## src/rtl/wb_arb_pkg.sv

```systemverilog
// Shared definitions for the instruction/data Wishbone arbiter:
// arbiter state encoding and the bus-timeout counter width.
package wb_arb_pkg;

    typedef enum logic [1:0] {
        IDLE = 2'd0,
        GNT0 = 2'd1,
        GNT1 = 2'd2
    } arb_state_e;

    localparam int TMO_CNT_W = 16;

endpackage

```

## src/rtl/wb_arb_watchdog.sv

```systemverilog
// Bus stall watchdog for the Wishbone arbiter. Counts stalled cycles while
// run=1 and emits a single-cycle expire pulse once the count reaches
// TIMEOUT_CYCLES. Built only when WB_ARB_TIMEOUT_EN is defined.
`ifdef WB_ARB_TIMEOUT_EN
module wb_arb_watchdog
    import wb_arb_pkg::*;
#(
    parameter int TIMEOUT_CYCLES = 255
) (
    input  logic wb_clk_i,
    input  logic wb_rst_i,
    input  logic run,
    input  logic clear,
    output logic expire
);

    localparam logic [TMO_CNT_W-1:0] LIMIT = TMO_CNT_W'(TIMEOUT_CYCLES);

    logic [TMO_CNT_W-1:0] cnt_q;

    // The limit is compared against the registered count, so the pulse
    // comes one cycle after the last counted stall cycle.
    assign expire = (cnt_q == LIMIT);

    // Stall counter; clear wins, and the count holds at the limit.
    always_ff @(posedge wb_clk_i or posedge wb_rst_i) begin
        if (wb_rst_i) begin
            cnt_q <= '0;
        end else if (clear) begin
            cnt_q <= '0;
        end else if (run && !expire) begin
            cnt_q <= cnt_q + 1'b1;
        end
    end

endmodule
`endif

```

## src/rtl/wb_imem_dmem_arbiter.sv

```systemverilog
// Two-master Wishbone arbiter sharing one slave bus between the instruction
// master (m0) and the data master (m1). Round-robin on ties, grant held for
// as long as the owner keeps cyc asserted.
// Optional feature macro: WB_ARB_TIMEOUT_EN enables the stall watchdog that
// terminates a transfer with err after TIMEOUT_CYCLES unacknowledged cycles.
module wb_imem_dmem_arbiter
    import wb_arb_pkg::*;
#(
    parameter int AW             = 32,
    parameter int DW             = 32,
    parameter int TIMEOUT_CYCLES = 255
) (
    input  logic            wb_clk_i,
    input  logic            wb_rst_i,
    // Master 0: instruction fetch
    input  logic [AW-1:0]   m0_adr_i,
    input  logic [DW-1:0]   m0_dat_i,
    output logic [DW-1:0]   m0_dat_o,
    input  logic            m0_we_i,
    input  logic [DW/8-1:0] m0_sel_i,
    input  logic            m0_stb_i,
    input  logic            m0_cyc_i,
    output logic            m0_ack_o,
    output logic            m0_err_o,
    // Master 1: data access
    input  logic [AW-1:0]   m1_adr_i,
    input  logic [DW-1:0]   m1_dat_i,
    output logic [DW-1:0]   m1_dat_o,
    input  logic            m1_we_i,
    input  logic [DW/8-1:0] m1_sel_i,
    input  logic            m1_stb_i,
    input  logic            m1_cyc_i,
    output logic            m1_ack_o,
    output logic            m1_err_o,
    // Shared slave bus
    output logic [AW-1:0]   s_adr_o,
    output logic [DW-1:0]   s_dat_o,
    output logic            s_we_o,
    output logic [DW/8-1:0] s_sel_o,
    output logic            s_stb_o,
    output logic            s_cyc_o,
    input  logic [DW-1:0]   s_dat_i,
    input  logic            s_ack_i
);

    // Out-of-range timeouts leave no legal elaboration target for the
    // 16-bit watchdog; this block only names the failing configuration.
    if (TIMEOUT_CYCLES < 1 || TIMEOUT_CYCLES > 65535) begin : g_bad_timeout_cycles
    end

    arb_state_e state_q;
    arb_state_e state_d;
    logic       last_gnt_q;   // 0 = m0 granted last, 1 = m1 granted last
    logic       gnt0;
    logic       gnt1;
    logic       expire;

    assign gnt0 = (state_q == GNT0);
    assign gnt1 = (state_q == GNT1);

    // Next grant: tie broken against the last owner, handoff without idle.
    always_comb begin
        state_d = state_q;
        case (state_q)
            IDLE: begin
                if (m0_cyc_i && m1_cyc_i) begin
                    state_d = last_gnt_q ? GNT0 : GNT1;
                end else if (m0_cyc_i) begin
                    state_d = GNT0;
                end else if (m1_cyc_i) begin
                    state_d = GNT1;
                end
            end
            GNT0: begin
                if (!m0_cyc_i || expire) begin
                    state_d = m1_cyc_i ? GNT1 : IDLE;
                end
            end
            GNT1: begin
                if (!m1_cyc_i || expire) begin
                    state_d = m0_cyc_i ? GNT0 : IDLE;
                end
            end
            default: state_d = IDLE;
        endcase
    end

    // Grant FSM and round-robin pointer; reset makes m0 win the first tie.
    always_ff @(posedge wb_clk_i or posedge wb_rst_i) begin
        if (wb_rst_i) begin
            state_q    <= IDLE;
            last_gnt_q <= 1'b1;
        end else begin
            state_q <= state_d;
            if (state_d == GNT0 && state_q != GNT0) begin
                last_gnt_q <= 1'b0;
            end else if (state_d == GNT1 && state_q != GNT1) begin
                last_gnt_q <= 1'b1;
            end
        end
    end

    // Slave bus mux: owner's signals pass straight through, idle bus is all zero,
    // and an expiring transfer is dropped from the bus in the expire cycle.
    always_comb begin
        s_adr_o = '0;
        s_dat_o = '0;
        s_we_o  = 1'b0;
        s_sel_o = '0;
        s_stb_o = 1'b0;
        s_cyc_o = 1'b0;
        if (gnt0) begin
            s_adr_o = m0_adr_i;
            s_dat_o = m0_dat_i;
            s_we_o  = m0_we_i;
            s_sel_o = m0_sel_i;
            s_stb_o = m0_stb_i;
            s_cyc_o = m0_cyc_i;
        end else if (gnt1) begin
            s_adr_o = m1_adr_i;
            s_dat_o = m1_dat_i;
            s_we_o  = m1_we_i;
            s_sel_o = m1_sel_i;
            s_stb_o = m1_stb_i;
            s_cyc_o = m1_cyc_i;
        end
        if (expire) begin
            s_stb_o = 1'b0;
            s_cyc_o = 1'b0;
        end
    end

    // Acks go only to the owner and only while a strobe is on the bus;
    // read data is broadcast and qualified by ack.
    assign m0_ack_o = gnt0 & s_stb_o & s_ack_i;
    assign m1_ack_o = gnt1 & s_stb_o & s_ack_i;
    assign m0_dat_o = s_dat_i;
    assign m1_dat_o = s_dat_i;

`ifdef WB_ARB_TIMEOUT_EN
    logic stb_gnt;
    logic wd_run;
    logic wd_clear;

    // The owner's raw strobe is used so forcing s_stb_o low cannot feed back.
    assign stb_gnt  = (gnt0 & m0_stb_i) | (gnt1 & m1_stb_i);
    assign wd_run   = stb_gnt & ~s_ack_i;
    assign wd_clear = s_ack_i | ~stb_gnt | (state_d != state_q);

    wb_arb_watchdog #(
        .TIMEOUT_CYCLES (TIMEOUT_CYCLES)
    ) u_watchdog (
        .wb_clk_i (wb_clk_i),
        .wb_rst_i (wb_rst_i),
        .run      (wd_run),
        .clear    (wd_clear),
        .expire   (expire)
    );

    assign m0_err_o = gnt0 & expire;
    assign m1_err_o = gnt1 & expire;
`else
    assign expire   = 1'b0;
    assign m0_err_o = 1'b0;
    assign m1_err_o = 1'b0;
`endif

endmodule

```

## config.mk

```make
export PLATFORM = sky130hd
export DESIGN_NAME = wb_imem_dmem_arbiter
export DESIGN_NICKNAME = d
export VERILOG_FILES = /design/src/rtl/wb_arb_pkg.sv /design/src/rtl/wb_arb_watchdog.sv /design/src/rtl/wb_imem_dmem_arbiter.sv
export SDC_FILE = /design/constraint.sdc
export NUM_CORES = 1
export LEC_CHECK = 0
export BUFFER_PORTS_ARGS = -buffer_cell sky130_fd_sc_hd__clkbuf_2
export CAP_MARGIN = 20
export CORE_AREA = 2 2 124 126
export CTS_CLUSTER_DIAMETER = 120
export DETAILED_ROUTE_END_ITERATION = 7
export DIE_AREA = 0 0 126 128
export MAX_ROUTING_LAYER = met4
export PLACE_DENSITY = 0.39
export SETUP_SLACK_MARGIN = 0.5
export SKIP_LAST_GASP = 1
export SLEW_MARGIN = 0
export SYNTH_ARGS = -nofsm -noshare
export SYNTH_HDL_FRONTEND = slang
export SYNTH_HIERARCHICAL = 1
export SYNTH_SLANG_ARGS = --single-unit
```

## constraint.sdc

```tcl
create_clock -name wb_clk_i -period 3.4 [get_ports wb_clk_i]
set_clock_uncertainty 0.2 [all_clocks]
set_input_delay 0.17 -clock wb_clk_i [delete_from_list [all_inputs] [get_ports wb_clk_i]]
set_output_delay 0.17 -clock wb_clk_i [all_outputs]
set_load 0.01 [all_outputs]
```

==> impl_metrics.py, run 1 <==
metrics = {
    "critical_path": {
        "regToRegEndpoint": "state_q[1]",
        "timing.critical_path.from_type": "flop",
        "critPathLaunch": "state_q[0]",
        "reg2reg_slack_ps": 2170,
        "worstSetupPathType": "flop to output pin",
        "critPathCapture": "s_dat_o[13]",
        "timing.critical_path.fanout_max": 35,
        "worst_setup_path_end_kind": "output pin",
        "rr_startpoint": "last_gnt_q",
        "critical_path_required_ps": 3030,
        "r2r.worst_path.cells": 3,
        "arrival_time_worst_endpoint_ps": 1610,
    },
    "min_path": {
        "worst_hold_path_type": "input pin to flop",
        "holdCritStartpoint": "m0_cyc_i",
    },
    "pwr": {
        "power_mw": 0.971,
        "power_density_nw_per_um2": 431,
        "p_leak_nw": 1.35,
        "worst_ir_drop_vdd_mv": 0.210,
    },
    "routing": {
        "wl_per_cell_um": 10.9,
        "drc": 0,
        "ant_nets": 0,
        "num_vias": 1794,
        "average_vias_per_placed_instance": 3.54,
        "first_pass_iters": 4,
        "postRouteWirelength_mm": 5.54,
        "drt-initial-drc-count": 46,
    },
    "clock_network": {
        "h_tree_level_count": 1,
        "cts-root-buf": "sky130_fd_sc_hd__clkbuf_16",
        "insertion_delay_ps": 220,
        "cts_tree": "yes",
        "cts.clk_slew.worst_paths_ps": 30,
        "tritoncts_sink_count": 3,
        "clock_tree.buffer_depth": 2,
        "cts_resized": 0,
        "cts_made_buffers": 3,
    },
    "placement": {
        "port_buffers": 217,
        "placed_cells": 502,
        "replace_congestion": 0.708,
        "dpl_worst_slack_ps": 1640,
        "place_hpwl_mm": 4.86,
    },
    "job": {
        "max_cap_viol_count": 0,
    },
    "synthesis": {
        "number_of_distinct_library_cells_after_synthesis": 18,
        "yosysTopAreaCellShare": 0.423,
        "synth.yosys.seq_area_share": 0.0519,
        "yosys.area.top_type": "sky130_fd_sc_hd__a22o_1",
        "postSynthAreaPerCell_um2": 8.46,
        "ys_seq_elements": 3,
        "post_synth_instance_area_um2": 1470,
        "netlist_instances": 174,
        "synth-warning-count": 6,
        "main_area_contributors_after_synthesis": "sky130_fd_sc_hd__a22o_1 42%, sky130_fd_sc_hd__buf_4 34%, sky130_fd_sc_hd__buf_6 11%",
    },
    "outcome": {
        "status": "finished clean",
    },
    "global_routing": {
        "grt_pass1_wl_mm": 8.02,
        "globalRouteOverflowTotal": 0,
        "antenna_found_initial": 0,
        "grt_start_max_net_pins": 38,
        "first_global_vias": 1668,
        "groute.usage.overall": 0.0605,
    },
    "sta": {
        "max_freq_mhz": 505,
        "final-max-slew-violation-count": 0,
        "final.setup.worst_slack_ps": 1420,
        "period_minus_slack_ps": 1980,
        "share_of_the_cycle_needed_by_the_critical_path_after_routing": 0.583,
        "rsz0062_at_grt": "false",
        "setup_viol_count_final": 0,
        "finalSetupTns_ps": 0,
        "finalHoldViolations": 0,
    },
    "floorplanning": {
        "pin_count": 316,
        "floorplan.die.width_um": 126,
        "row_count": 45,
        "initial_core_util": 0.0990,
        "die_height_um": 128,
        "dieArea_um2": 16100,
        "core-area_um2": 14900,
    },
    "finish": {
        "nets": 497,
        "post-route-util": 0.152,
        "diodes": 0,
        "syn2layout_area_growth_pct": 53.3,
        "layout_commonest_cell": "sky130_fd_sc_hd__clkbuf_2",
        "layout.cells.most_common_list": "217 x sky130_fd_sc_hd__clkbuf_2, 71 x sky130_fd_sc_hd__a22o_1, 4 x sky130_fd_sc_hd__buf_4, 3 x sky130_fd_sc_hd__clkbuf_16",
        "share_of_final_layout_standard_cells_stronger_than_drive_strength_1": 0.712,
        "stdcell_count": 507,
    },
}
-- repair_timing --
item / 4_1_cts / 5_1_grt
hold buffers: 1 / 0
hold endpoints to repair: 3 / 0
buffers inserted: 0 / 0
-- worst max-delay path, stage by stage, from the launching register on --
cell                       delay [ps]
sky130_fd_sc_hd__dfrtp_1          480
sky130_fd_sc_hd__nor2b_4          200
sky130_fd_sc_hd__buf_4            330
sky130_fd_sc_hd__a22o_1           220
sky130_fd_sc_hd__clkbuf_2         140
-- cell families after synthesis --
kind of cell / after synthesis / synth area share
AOI/OAI and AO/OA: 75 / 0.440
buffers and inverters: 84 / 0.462
DFF: 3 / 0.0519
other: 1 / 0.00255
and+or+nand+nor: 11 / 0.0442
-- per-stage QoR --
stage / area, um^2 / hold WS [ps]
detailed placement: 2170 / -176
global route: 2260 / 67.0
floorplan: 1480 / -277
global placement: 2170 / -179
finish: 2260 / 32.1
CTS: 2260 / 27.4
-- how the worst min path moves through the flow --
stage | end | cells past startpoint | slack, ps
after global routing | state_q[0] | 3 | 70
after global placement | state_q[1] | 2 | -180
final | state_q[0] | 3 | 30
after floorplan | state_q[0] | 1 | -280
after CTS | state_q[0] | 3 | 30
after detailed placement | state_q[1] | 2 | -180
-- flip-flops by register name, indices dropped and copies added, names as in the netlist --
signal / flops
last_gnt_q: 1
state_q: 2
-- layer usage --
metal  share of wire  up-vias  track usage
li1                -      877            -
met1            0.38      785       0.0697
met2            0.50      122        0.104
met3            0.11       10       0.0184
met4          0.0076        0       0.0123
met5               0        -            -
-- area by class of cell --
cell class / count / area (um^2)
multi-input cells: 88 / 732
fillers: 1721 / 12600
repair buffers: 222 / 1130
inverters: 2 / 7.51
flip-flops and latches: 3 / 76.3
well taps: 188 / 235
clock buffers: 4 / 78.8
-- cell usage after synthesis, drive strengths merged --
master / n
buf: 82
a22o: 71
nor2b: 3
and3: 2
dfrtp: 2
inv: 2
nand3: 2
nor2: 2
a21oi: 1
and2: 1
conb: 1
dfstp: 1
nand3b: 1
o21ai: 1
o22a: 1
o22ai: 1
-- report_power, final --
part / leakage, nW / internal (mW) / switching, mW
registers: 0.0356 / 0.0518 / 0.0177
clock network: 0.0382 / 0.155 / 0.0308
logic: 1.28 / 0.350 / 0.366
total: 1.35 / 0.557 / 0.415
(Power assumes the default switching activity.)
==> run 2, diff against run 1 <==
ABC_AREA = 1   (was default)
CORE_AREA = 2 2 122 124   (was 2 2 124 126)
DIE_AREA = 0 0 124 126   (was 0 0 126 128)
PLACE_DENSITY = 0.4   (was 0.39)
clock period = 2.1 ns   (was 3.4 ns; I/O delays follow)
==> run 2 against run 1 <==
Effect of this change:
- hold slack got worse by 22 ps
- die area is 3.1% lower
- routed wire length increased by 34%
- non-clock buffer count grew 14
- register-to-register slack worse by 1600 ps
- sequential share of layout area decreased by 0.34 points
- synthesized cell count is 6.3% higher
==> impl_metrics.py, run 2 <==
metrics = {
    "routing": {
        "drc": 0,
        "first_pass_iters": 4,
        "drt-initial-drc-count": 59,
        "num_vias": 1994,
        "wl_per_cell_um": 14.0,
        "ant_nets": 0,
        "average_vias_per_placed_instance": 3.76,
        "postRouteWirelength_mm": 7.43,
    },
    "clock_network": {
        "tritoncts_sink_count": 3,
        "cts_made_buffers": 3,
        "cts.clk_slew.worst_paths_ps": 30,
        "cts-root-buf": "sky130_fd_sc_hd__clkbuf_16",
        "cts_tree": "yes",
        "insertion_delay_ps": 220,
        "clock_tree.buffer_depth": 2,
        "h_tree_level_count": 1,
    },
    "synthesis": {
        "netlist_top_cells_count": "69 x sky130_fd_sc_hd__a22o_1, 67 x sky130_fd_sc_hd__buf_4, 13 x sky130_fd_sc_hd__buf_2, 9 x sky130_fd_sc_hd__inv_1, 6 x sky130_fd_sc_hd__nand2_1",
        "synth.yosys.seq_area_share": 0.0545,
        "number_of_distinct_library_cells_after_synthesis": 16,
        "yosys.area.top_type": "sky130_fd_sc_hd__a22o_1",
        "yosysTopAreaCellShare": 0.432,
        "main_area_contributors_after_synthesis": "sky130_fd_sc_hd__a22o_1 43%, sky130_fd_sc_hd__buf_4 36%, sky130_fd_sc_hd__buf_2 4.6%",
        "synth-warning-count": 6,
        "netlist_instances": 185,
        "ys_dominant_reg_cell": "sky130_fd_sc_hd__dfrtp_1",
        "postSynthAreaPerCell_um2": 7.57,
        "synth.most_common_cell": "sky130_fd_sc_hd__a22o_1",
        "post_synth_instance_area_um2": 1400,
        "ys_seq_elements": 3,
        "async_reset_ff_frac": 1.00,
        "synth_enable_flop_cells": 0,
    },
    "finish": {
        "seqCellArea_um2": 77.6,
        "regMostFlops": "state_q",
        "largest_reg_flops": 2,
        "share_of_final_layout_standard_cells_stronger_than_drive_strength_1": 0.717,
        "nets": 524,
        "multi_input_comb_area_um2": 729,
        "layout_top_registers": "state_q (2), last_gnt_q (1)",
        "post-route-util": 0.178,
        "layout.cells.most_common_list": "197 x sky130_fd_sc_hd__clkbuf_2, 69 x sky130_fd_sc_hd__a22o_1, 18 x sky130_fd_sc_hd__buf_2, 10 x sky130_fd_sc_hd__buf_6, 8 x sky130_fd_sc_hd__inv_1",
        "post-route-cell-area_um2": 2540,
        "stdcell_count": 530,
        "nFillCells": 1616,
        "syn2layout_area_growth_pct": 81.8,
        "diodes": 0,
        "layout_commonest_cell": "sky130_fd_sc_hd__clkbuf_2",
    },
    "pwr": {
        "power_mw": 2.43,
        "netSwitchingPower_mw": 1.06,
        "power_report.internal_total_mw": 1.37,
        "proportion_of_total_power_due_to_net_switching": 0.437,
        "pwr-share-comb": 0.828,
        "clkPwrFrac": 0.125,
        "p_leak_nw": 1.50,
        "seq_power_share": 0.047,
        "worst_ir_drop_vdd_mv": 0.611,
        "power_density_nw_per_um2": 953,
    },
    "floorplanning": {
        "initial_core_util": 0.0978,
        "row_count": 44,
        "die_height_um": 126,
        "pin_count": 316,
        "core-area_um2": 14300,
        "floorplan.die.width_um": 124,
        "dieArea_um2": 15600,
    },
    "sta": {
        "rsz0062_at_grt": "true",
        "final-max-slew-violation-count": 0,
        "finalHoldViolations": 0,
        "final.setup.worst_slack_ps": 364,
        "final.hold.worst_slack_ps": 10.0,
        "period_minus_slack_ps": 1740,
        "setup_viol_count_final": 0,
        "max_freq_mhz": 576,
        "share_of_the_cycle_needed_by_the_critical_path_after_routing": 0.827,
        "finalSetupTns_ps": 0,
    },
    "critical_path": {
        "cp_slowest_stage_delay_ps": 380,
        "critPathLaunch": "state_q[0]",
        "slowest_stage": "sky130_fd_sc_hd__dfrtp_1",
        "rr_startpoint": "state_q[1]",
        "critical_path_required_ps": 1790,
        "reg2reg_slack_ps": 560,
        "worst_setup_path_end_kind": "output pin",
        "worstPathCellList": "buf_6, nor2_4, buf_12, a22o_1, clkbuf_2",
        "worstSetupPathType": "flop to output pin",
        "arrival_time_worst_endpoint_ps": 1430,
        "timing.critical_path.from_type": "flop",
        "r2r.worst_path.cells": 7,
        "timing.critical_path.fanout_max": 45,
        "regToRegEndpoint": "last_gnt_q",
    },
    "job": {
        "max_cap_viol_count": 0,
    },
    "global_routing": {
        "antenna_found_initial": 0,
        "grt_pass1_wl_mm": 10.3,
        "globalRouteOverflowTotal": 0,
        "first_global_vias": 1966,
        "grt_start_max_net_pins": 46,
        "groute.usage.overall": 0.0879,
    },
    "min_path": {
        "worst_hold_path_type": "input pin to output pin",
        "hold_path_depth": 0,
        "holdCritStartpoint": "s_dat_i[23]",
        "timing.hold.worst_endpoint": "m0_dat_o[23]",
    },
    "outcome": {
        "status": "finished clean",
    },
    "placement": {
        "placed_cells": 511,
        "postPlaceCellArea_um2": 2210,
        "port_buffers": 217,
        "place_hpwl_mm": 5.88,
        "replace_congestion": 0.803,
        "dpl_worst_slack_ps": 336,
    },
}
[run 2: kinds of logic after synthesis]
group,after synthesis,share of synthesized area
compound gates,73,0.447
buf+inv,92,0.438
flops,3,0.0545
simple gates,16,0.0581
other cells,1,0.00268
[run 2: how the worst max path moves through the flow]
| stage | cells after the start | end |
|---|---|---|
| 2_1_floorplan | 5 | m1_ack_o |
| 3_3_place_gp | 5 | s_dat_o[30] |
| 3_5_place_dp | 7 | last_gnt_q |
| 4_1_cts | 6 | s_adr_o[13] |
| 5_1_grt | 5 | s_dat_o[3] |
| 6_report | 5 | s_dat_o[20] |
[run 2: metal layers]
layer  track usage  vias to the layer above  part of all wire
met5             -                        -                 0
met4        0.0145                        0            0.0051
met3        0.0113                        9             0.084
met2         0.161                      125              0.52
met1         0.103                      929              0.39
li1              -                      931                 -
[run 2: layout make-up]
class | count | share of cell area
clock buffers | 4 | 0.0310
inverters | 12 | 0.0187
multi-input cells | 91 | 0.287
flip-flops and latches | 3 | 0.0305
well taps | 184 | 0.0905
repair buffers | 236 | 0.543
[run 2: repair_timing]
action                                  CTS  global route
gates resized for setup                  16            28
endpoints found under the setup margin   74            74
pin swaps                                 4            14
hold buffers                              1             0
setup buffers                             9             1
endpoints found under the hold margin     3             0
gates cloned                              3             1
[run 2: power by group through the flow]
stage | logic, mW | registers (mW) | clock network, mW
6_report | 2.01 | 0.115 | 0.302
4_1_cts | 1.96 | 0.113 | 0.308
2_1_floorplan | 1.11 | 0.112 | 0
3_3_place_gp | 1.66 | 0.117 | 0
5_1_grt | 2.19 | 0.120 | 0.319
3_5_place_dp | 1.68 | 0.118 | 0
[run 2: critical path, delay by kind of cell (launching register included)]
kind | cells | cell delay [ps]
buffers and inverters | 3 | 480
DFF | 1 | 380
AOI/OAI and AO/OA | 1 | 170
and+or+nand+nor | 1 | 140
==> run 3, diff against run 2 <==
clock period = 1.8 ns   (was 2.1 ns; I/O delays follow)
==> run 3 against run 2 <==
Effect of this change:
- register-to-register slack lost 350 ps
- critical path depth is 1 higher
- die area did not move
- setup slack worse by 330 ps
- final cell count up 5.5%
- non-clock buffer count rose by 29
- critical path type unchanged
- largest cell class unchanged
==> impl_metrics.py, run 3 (synthesis results as in run 2) <==
metrics = {
    "critical_path": {
        "worstPathCellList": "inv_2, nor2_4, buf_12, clkbuf_16, a22o_1, clkbuf_2",
        "critical_path_buf_inv_count": 4,
        "worst-path-stages": 6,
        "slowest_stage": "sky130_fd_sc_hd__dfrtp_1",
        "critical_path_required_ps": 1510,
        "worst_setup_path_end_kind": "output pin",
        "timing.critical_path.from_type": "flop",
        "cp_slowest_stage_delay_ps": 410,
        "timing.critical_path.fanout_max": 6,
        "critPathTopFamily": "buffers and inverters",
        "r2r.worst_path.cells": 8,
        "worstSetupPathType": "flop to output pin",
        "arrival_time_worst_endpoint_ps": 1480,
    },
    "clock_network": {
        "h_tree_level_count": 1,
        "cts_tree": "yes",
        "clock_tree.buffer_depth": 2,
        "insertion_delay_ps": 220,
        "cts_made_buffers": 3,
        "tritoncts_sink_count": 3,
        "cts.clk_slew.worst_paths_ps": 30,
        "cts-root-buf": "sky130_fd_sc_hd__clkbuf_16",
    },
    "floorplanning": {
        "die_height_um": 126,
        "dieArea_um2": 15600,
        "pin_count": 316,
        "core-area_um2": 14300,
        "row_count": 44,
        "initial_core_util": 0.0978,
        "floorplan.die.width_um": 124,
    },
    "finish": {
        "share_of_final_layout_standard_cells_stronger_than_drive_strength_1": 0.653,
        "regMostFlops": "state_q",
        "layout_commonest_cell": "sky130_fd_sc_hd__clkbuf_2",
        "diodes": 0,
        "largest_reg_flops": 2,
        "nets": 553,
        "multi_input_comb_area_um2": 729,
        "post-route-util": 0.199,
        "layout_top_registers": "state_q (2), last_gnt_q (1)",
        "nFillCells": 1608,
        "layout.cells.most_common_list": "195 x sky130_fd_sc_hd__clkbuf_2, 69 x sky130_fd_sc_hd__a22o_1, 33 x sky130_fd_sc_hd__dlygate4sd3_1, 21 x sky130_fd_sc_hd__buf_2, 9 x sky130_fd_sc_hd__inv_1",
        "syn2layout_area_growth_pct": 103,
        "seqCellArea_um2": 77.6,
    },
    "pwr": {
        "seq_power_share": 0.047,
        "power_report.internal_total_mw": 1.62,
        "clkPwrFrac": 0.120,
        "p_leak_nw": 1.63,
        "proportion_of_total_power_due_to_net_switching": 0.443,
        "power_density_nw_per_um2": 1020,
        "pwr-share-comb": 0.832,
        "netSwitchingPower_mw": 1.29,
        "power_mw": 2.91,
        "worst_ir_drop_vdd_mv": 0.362,
    },
    "placement": {
        "replace_congestion": 0.693,
        "port_buffers": 217,
        "place_hpwl_mm": 4.99,
    },
    "routing": {
        "ant_nets": 0,
        "drt-initial-drc-count": 78,
        "postRouteWirelength_mm": 7.17,
        "drc": 0,
        "average_vias_per_placed_instance": 3.82,
        "num_vias": 2137,
        "wl_per_cell_um": 12.8,
        "first_pass_iters": 4,
    },
    "sta": {
        "max_freq_mhz": 566,
        "rsz0062_at_grt": "true",
        "period_minus_slack_ps": 1770,
        "share_of_the_cycle_needed_by_the_critical_path_after_routing": 0.981,
        "finalHoldViolations": 0,
        "setup_viol_count_final": 0,
        "final.hold.worst_slack_ps": 12.4,
        "final-max-slew-violation-count": 0,
    },
    "global_routing": {
        "antenna_found_initial": 0,
        "first_global_vias": 1958,
        "grt_start_max_net_pins": 45,
        "globalRouteOverflowTotal": 0,
        "groute.usage.overall": 0.0703,
        "grt_pass1_wl_mm": 8.65,
    },
    "min_path": {
        "hold_path_depth": 3,
        "worst_hold_path_type": "input pin to flop",
    },
    "job": {
        "max_cap_viol_count": 0,
    },
    "outcome": {
        "status": "finished clean",
    },
}
[run 3: changes by cell type in the layout (fill, tap and decap cells not counted), moves of 2 or more]
cell | before | now
sky130_fd_sc_hd__buf_12 | 4 | 6
sky130_fd_sc_hd__buf_16 | 2 | 0
sky130_fd_sc_hd__buf_2 | 18 | 21
sky130_fd_sc_hd__buf_6 | 10 | 1
sky130_fd_sc_hd__clkbuf_16 | 4 | 7
sky130_fd_sc_hd__clkbuf_2 | 197 | 195
sky130_fd_sc_hd__dlygate4sd3_1 | 1 | 33
[run 3: worst paths after layout]
path,start,end,slack [ps]
setup / recovery,state_q[0],s_sel_o[1],30
hold / removal,m1_cyc_i,state_q[1],10
setup reg to reg,state_q[0],last_gnt_q,210
hold reg to reg,last_gnt_q,last_gnt_q,290
max in group asynchronous,wb_rst_i,last_gnt_q,1090
min in group asynchronous,wb_rst_i,state_q[0],80
[run 3: power groups by stage]
stage               Sequential [mW]  Combinational, mW  Clock, mW
floorplan                     0.131               1.29          0
global placement              0.137               1.96          0
detailed placement            0.138               1.98          0
CTS                           0.137               2.10      0.355
global route                  0.145               2.64      0.362
finish                        0.138               2.43      0.350
[run 3: area by class of cell]
type	count	area share
Timing Repair Buffer	265	0.592
Multi-Input combinational cell	91	0.256
Tap cell	184	0.0808
Clock buffer	4	0.0277
Sequential cell	3	0.0272
Inverter	12	0.0158
[run 3: repair_timing]
item | in CTS | in global routing
buffers inserted | 1 | 4
cloned | 0 | 6
hold endpoints to repair | 67 | 0
gates resized for setup | 0 | 29
endpoints found under the setup margin | 75 | 75
hold buffers | 33 | 0
[run 3: metrics by stage]
stage | setup TNS [ps] | setup WS [ps] | cells | instance area [um^2]
floorplan | 0 | 497 | 186 | 1410
global placement | 0 | 276 | 511 | 2240
detailed placement | 0 | 254 | 511 | 2240
CTS | 0 | 62.9 | 549 | 2650
global route | -81.4 | -27.8 | 559 | 2850
finish | 0 | 33.5 | 559 | 2850
[run 3: routing by layer]
metal | track usage | wire length (um) | up-vias
met5 | - | 0 | -
met2 | 0.148 | 4010 | 154
li1 | - | - | 993
met1 | 0.0661 | 2520 | 990
met4 | 0.00859 | 0 | 0
met3 | 0.00996 | 641 | 0
[run 3: worst min-delay path, stage by stage]
cell and delay (ps):
sky130_fd_sc_hd__clkbuf_2 120, sky130_fd_sc_hd__nand3_1 80, sky130_fd_sc_hd__nand3_1 100
